<file path="src/rtl/etapa_fetch_pkg.sv">
// Shared MIPS pipeline definitions: fetch FSM encoding, the NOP word, the branch
// opcodes used by the ID comparator, and the IF/ID register layout.
package etapa_fetch_pkg;

  typedef enum logic {
    ST_BOOT = 1'b0,
    ST_RUN  = 1'b1
  } state_t;

  // sll $0,$0,0
  localparam logic [31:0] NOP_INSTR = 32'h0000_0000;

  localparam logic [5:0] OP_BEQ = 6'b000100;
  localparam logic [5:0] OP_BNE = 6'b000101;

  typedef struct packed {
    logic [31:0] instr;
    logic [31:0] pc_plus4;
    logic        valid;
  } if_id_t;

  // Instruction addresses are always word-aligned.
  function automatic logic [31:0] word_align(input logic [31:0] addr);
    return addr & ~32'h0000_0003;
  endfunction

  function automatic logic is_branch_op(input logic [5:0] opcode);
    return (opcode == OP_BEQ) || (opcode == OP_BNE);
  endfunction

endpackage

</file>
<file path="src/rtl/etapa_fetch_reg_if_id.sv">
// IF/ID pipeline register: flush inserts a bubble, load captures the fetched
// instruction, otherwise it holds. Flush wins over load.
module reg_if_id
  import etapa_fetch_pkg::*;
#(
  parameter logic [31:0] NOP_INSTR = etapa_fetch_pkg::NOP_INSTR
) (
  input  logic        clk,
  input  logic        reset,
  input  logic        load,
  input  logic        flush,
  input  logic [31:0] fetched_instr,
  input  logic [31:0] fetched_pc_plus4,
  output logic [31:0] instr,
  output logic [31:0] pc_plus4,
  output logic        valid
);

  if_id_t q;

  // NOTE: sequential state uses non-blocking assignments so every register
  // samples pre-edge values, independent of block ordering.
  always_ff @(posedge clk or posedge reset) begin
    if (reset) begin
      q <= '{instr: NOP_INSTR, pc_plus4: 32'h0, valid: 1'b0};
    end else if (flush) begin
      q <= '{instr: NOP_INSTR, pc_plus4: fetched_pc_plus4, valid: 1'b0};
    end else if (load) begin
      q <= '{instr: fetched_instr, pc_plus4: fetched_pc_plus4, valid: 1'b1};
    end
  end

  assign instr    = q.instr;
  assign pc_plus4 = q.pc_plus4;
  assign valid    = q.valid;

endmodule

</file>
<file path="src/rtl/etapa_fetch.sv">
// MIPS instruction-fetch stage: PC, boot/run FSM, IF/ID register and branch redirect.
// Optional taken/stall counters are built when BRANCH_STATS_EN is defined.
module etapa_fetch
  import etapa_fetch_pkg::*;
#(
  parameter logic [31:0] RESET_PC  = 32'h0000_0000,
  parameter logic [31:0] NOP_INSTR = etapa_fetch_pkg::NOP_INSTR
) (
  input  logic        clk,
  input  logic        reset,
  input  logic        stall,
  input  logic        salto,
  input  logic [31:0] branch_target,
  output logic [31:0] imem_addr,
  input  logic [31:0] imem_data,
  output logic [31:0] instr_id,
  output logic [31:0] pc_plus4_id,
  output logic        valid_id,
  output logic [31:0] cnt_taken,
  output logic [31:0] cnt_stall
);

  localparam logic [31:0] PC_RESET = word_align(RESET_PC);

  state_t      state, state_nxt;
  logic [31:0] pc, pc_nxt, pc_plus4;
  logic        ifid_load, ifid_flush;
  logic        taken_evt, stall_evt;

  assign pc_plus4  = pc + 32'd4;
  assign imem_addr = pc;

  always_ff @(posedge clk or posedge reset) begin
    if (reset) begin
      state <= ST_BOOT;
      pc    <= PC_RESET;
    end else begin
      state <= state_nxt;
      pc    <= pc_nxt;
    end
  end

  // NOTE: every signal driven here gets a default first, so no path leaves a
  // value unassigned and no latch is inferred.
  always_comb begin
    state_nxt  = state;
    pc_nxt     = pc;
    ifid_load  = 1'b0;
    ifid_flush = 1'b0;
    taken_evt  = 1'b0;
    stall_evt  = 1'b0;
    case (state)
      ST_BOOT: begin
        state_nxt  = ST_RUN;
        ifid_flush = 1'b1;
      end
      ST_RUN: begin
        // ID operands are meaningless during a stall, so salto is ignored then.
        if (stall) begin
          stall_evt = 1'b1;
        end else if (salto) begin
          taken_evt  = 1'b1;
          ifid_flush = 1'b1;
          pc_nxt     = word_align(branch_target);
        end else begin
          ifid_load = 1'b1;
          pc_nxt    = pc_plus4;
        end
      end
      default: state_nxt = ST_BOOT;
    endcase
  end

  reg_if_id #(
    .NOP_INSTR(NOP_INSTR)
  ) u_reg_if_id (
    .clk             (clk),
    .reset           (reset),
    .load            (ifid_load),
    .flush           (ifid_flush),
    .fetched_instr   (imem_data),
    .fetched_pc_plus4(pc_plus4),
    .instr           (instr_id),
    .pc_plus4        (pc_plus4_id),
    .valid           (valid_id)
  );

`ifdef BRANCH_STATS_EN
  logic [31:0] taken_q, stall_q;

  always_ff @(posedge clk or posedge reset) begin
    if (reset) begin
      taken_q <= 32'h0;
      stall_q <= 32'h0;
    end else begin
      if (taken_evt) taken_q <= taken_q + 32'd1;
      if (stall_evt) stall_q <= stall_q + 32'd1;
    end
  end

  assign cnt_taken = taken_q;
  assign cnt_stall = stall_q;
`else
  logic unused_evt;
  assign unused_evt = taken_evt ^ stall_evt;
  assign cnt_taken  = 32'h0;
  assign cnt_stall  = 32'h0;
`endif

  // Target byte-offset bits never reach the PC.
  logic unused_target_bits;
  assign unused_target_bits = ^branch_target[1:0];

endmodule
</file>
<file path="config.mk">
export PLATFORM = sky130hd
export DESIGN_NAME = etapa_fetch
export DESIGN_NICKNAME = d
export VERILOG_FILES = /design/src/rtl/etapa_fetch_pkg.sv /design/src/rtl/etapa_fetch_reg_if_id.sv /design/src/rtl/etapa_fetch.sv
export SDC_FILE = /design/constraint.sdc
export NUM_CORES = 1
export LEC_CHECK = 0
export CAP_MARGIN = 20
export CORE_MARGIN = 2
export CORE_UTILIZATION = 30
export CTS_CLUSTER_SIZE = 14
export DETAILED_ROUTE_END_ITERATION = 8
export PLACE_DENSITY = 0.74
export SLEW_MARGIN = 25
export SYNTH_ARGS = -nofsm -noshare
export SYNTH_HDL_FRONTEND = slang
export SYNTH_SLANG_ARGS = --single-unit
</file>
<file path="constraint.sdc">
create_clock -name clk -period 3.25 [get_ports clk]
set_input_delay 0.65 -clock clk [delete_from_list [all_inputs] [get_ports clk]]
set_output_delay 0.65 -clock clk [all_outputs]
set_load 0.05 [all_outputs]
</file>
==> impl_results.md <==
- Final setup TNS: 0 ns
- Gate power share: 0.362
- Distinct cells, synth: 49
- Fin. Hold Viols: 0
- Inserted Clock Buffers: 9
- Synth area leader: dfrtp_1
- I/O pin total: 229
- LEAKAGE: ~0.0029 uW
- RSZ-0062 raised after global routing: false
- Critical path's largest stage delay: ~0.9 ns
- Post-synth top area share: 0.448
- Clk_lat worst skew: 0.35 ns
- Slack of the critical path: 0.665 ns
- Worst setup path endpoint: imem_addr[14]
- CTS tree: yes
- Vias: 4625
- Setup Skew: about 0.0087 ns
- First-pass GRT wire length: 23.2 mm
- Remaining global-route overflow: 0
- Final net count: 776
- Tmin final: 2.59 ns
- Internal reg-to-reg setup slack: between 1 and 1.5 ns
- Initial antenna violation count: 0
- Die X: approximately 140 um
- Via count of the first global-routing pass: approximately 4200
- Sw Ratio: 0.422
- Detailed Place HPWL: 10.8 mm
- Reg-to-reg critical path startpoint: imem_addr[2]
- Layout area overhead: 34.9%
- CP delay by family, top: buffers and inverters
- Psw: roughly 1700 uW
- Crit path required time: 2.60 ns
- HP Class: reg -> reg
- Final instance area: slightly above 7000 um2
- CP endpoint kind: output port
- YS warnings: 0
- Pwr dens: approximately 560 nW/um2
- Syn Area/Cell: around 9.2 um2
- Asr flop ratio synth: 1.00
- Final Max Tran Viols: 0
- DIE AREA: roughly 19000 um2
- Sink Count: between 90 and 100
- Die H: 136 um
- Total core area: 17200 um2
- Flop pwr share: 0.376
- Worst r2r path cells: 6
- CP startpoint: imem_addr[14]
- Critical Path AT: just under 2 ns
- Drt wl/cell: 16.3 um
- Worst reg2reg endpoint: u_reg_if_id.pc_plus4[28]
- Fin Hold WS: slightly below 0.5 ns
- Post-DRT Antenna Nets: 0
- Setup crit start kind: flip-flop
- Hold-fix buffers at CTS: 0
- WL final: 15.3 mm
- Worst-path fanout max: 14
- Worst-Margin Slew: ~0.75 ns
- Post-CTS resize count: 0
- Final setup vio count: 0
- Total Routing Usage GR: 0.159
- Num rows: 48
- Dominant synthesized flop cell: dfrtp_1
- IO buf count: approximately 160
- DR iter-0 viols: 450
- Vias/cell: 4.94
- Status: finished, final reports clean
- Synth top area cells: dfrtp_1 (45%), buf_4 (9.9%), a22o_1 (5.5%)
- Total power: roughly 4000 uW
- Seq cells post-synth: 94
- DRC: 0
- Antenna diode count: 0
- 1st-pass router iterations: 5
- Total internal power: between 2000 and 2500 uW
- CP max-delay cell: clkdlybuf4s50_1
- Most numerous cell in the Yosys netlist: dfrtp_1
- Layout cells sized above 1: 0.0576
- Routability cong.: between 0.7 and 0.8
- Place WS: 0.668 ns
- Max-Cap Viols: 0
- Root buf cell: clkbuf_16
- Slew HR: 0.498
- Critical path type: reg -> out
- Postcts setup bufs: 0
- Placed Area: about 6800 um2
- Clock network power share: 0.262
- Cell Area, Synth: about 5300 um2
- Fin crit share: 0.795
- Initial core utilization: 0.306
- CP cell instances: clkdlybuf4s50_1
- H-tree Lvls: 3
- Post-synth EDFFs: 0
- Critical Path Stages: 1
- Post-Synthesis Cells: 568
- Buf/Inv on CP: 1
- Reg clk slew, reported paths: about 0.070 ns
- Post-synthesis sequential area ratio: 0.448
- Max clock buf depth: 2
- Max Clock Freq: 387 MHz
- Largest net degree at the start of global routing: 71
- Top cells by count, synth: dfrtp_1 (94), buf_4 (69), nand2_1 (39), o21ai_0 (36)
- Peak supply drop: around 0.33 mV
==> cells by family after synthesis <==
logic type,share of synthesized area
other cells,0.00143
fa+ha+maj,0.00238
mux,0.00762
xor+xnor,0.0217
compound gates,0.189
flops,0.448
buf+inv,0.136
simple gates,0.193
==> per-layer routing <==
metal / track usage / part of all wire / vias to the layer above
met5: 0 / 0 / -
met4: 0.0561 / 0.022 / 0
met3: 0.0399 / 0.060 / 23
met2: 0.260 / 0.49 / 136
met1: 0.203 / 0.42 / 2245
li1: - / - / 2221
==> registers in the layout, summed over array words and instances, names as in the netlist <==
| register | count |
|---|---|
| u_reg_if_id.instr | 32 |
| imem_addr | 30 |
| u_reg_if_id.pc_plus4 | 30 |
| state | 1 |
| u_reg_if_id.valid | 1 |
==> placed cells by master, fill, tap and decap left out, drive strengths merged, types with 4 or more instances in the layout <==
| cell | count |
|---|---|
| nand3 | 25 |
| xnor2 | 11 |
| clkbuf | 9 |
| o21ai | 36 |
| a21oi | 19 |
| or3 | 15 |
| nand4 | 18 |
| nor3 | 15 |
| or4 | 5 |
| conb | 69 |
| o211ai | 10 |
| nor2 | 35 |
| and3 | 14 |
| dfrtp | 94 |
| buf | 15 |
| o311ai | 7 |
| mux2i | 4 |
| nand2 | 39 |
| a31oi | 17 |
| a22o | 33 |
| clkdlybuf4s50 | 157 |
| clkinv | 4 |
| and4 | 7 |
| nor4 | 7 |
| o2bb2ai | 5 |
| inv | 12 |
==> metrics by stage <==
step / cells / util
floorplan: 635 / -
global placement: 921 / 0.396
detailed placement: 921 / 0.396
CTS: 937 / 0.412
global route: 937 / 0.412
finish: 937 / 0.412
==> power by group through the flow <==
| stage | Sequential, uW | Clock, uW | Combinational, uW |
|---|---|---|---|
| after floorplan | 1950 | 0 | 577 |
| after global placement | 1510 | 0 | 1430 |
| after detailed placement | 1510 | 0 | 1440 |
| after CTS | 1490 | 1070 | 1450 |
| after global routing | 1510 | 1110 | 1520 |
| final | 1490 | 1040 | 1440 |
==> cell type report <==
cell class                      count  area [um2]
Tap cell                          225         282
Sequential cell                    94        2350
Timing Repair Buffer              172        1680
Multi-Input combinational cell    421        2440
Fill cell                        1710       10100
Inverter                            9        36.3
Clock buffer                        9         225
Clock inverter                      7        62.6
==> worst min path at each step <==
stage / slack, ns / start / to / cells after the start
2_1_floorplan: 0.51 / state / u_reg_if_id.valid / 1
3_3_place_gp: 0.47 / u_reg_if_id.pc_plus4[6] / u_reg_if_id.pc_plus4[6] / 2
3_5_place_dp: 0.47 / u_reg_if_id.pc_plus4[11] / u_reg_if_id.pc_plus4[11] / 2
4_1_cts: 0.49 / u_reg_if_id.pc_plus4[3] / u_reg_if_id.pc_plus4[3] / 2
5_1_grt: 0.51 / u_reg_if_id.pc_plus4[14] / u_reg_if_id.pc_plus4[14] / 2
6_report: 0.48 / u_reg_if_id.pc_plus4[3] / u_reg_if_id.pc_plus4[3] / 2
(Power assumes the default switching activity.)
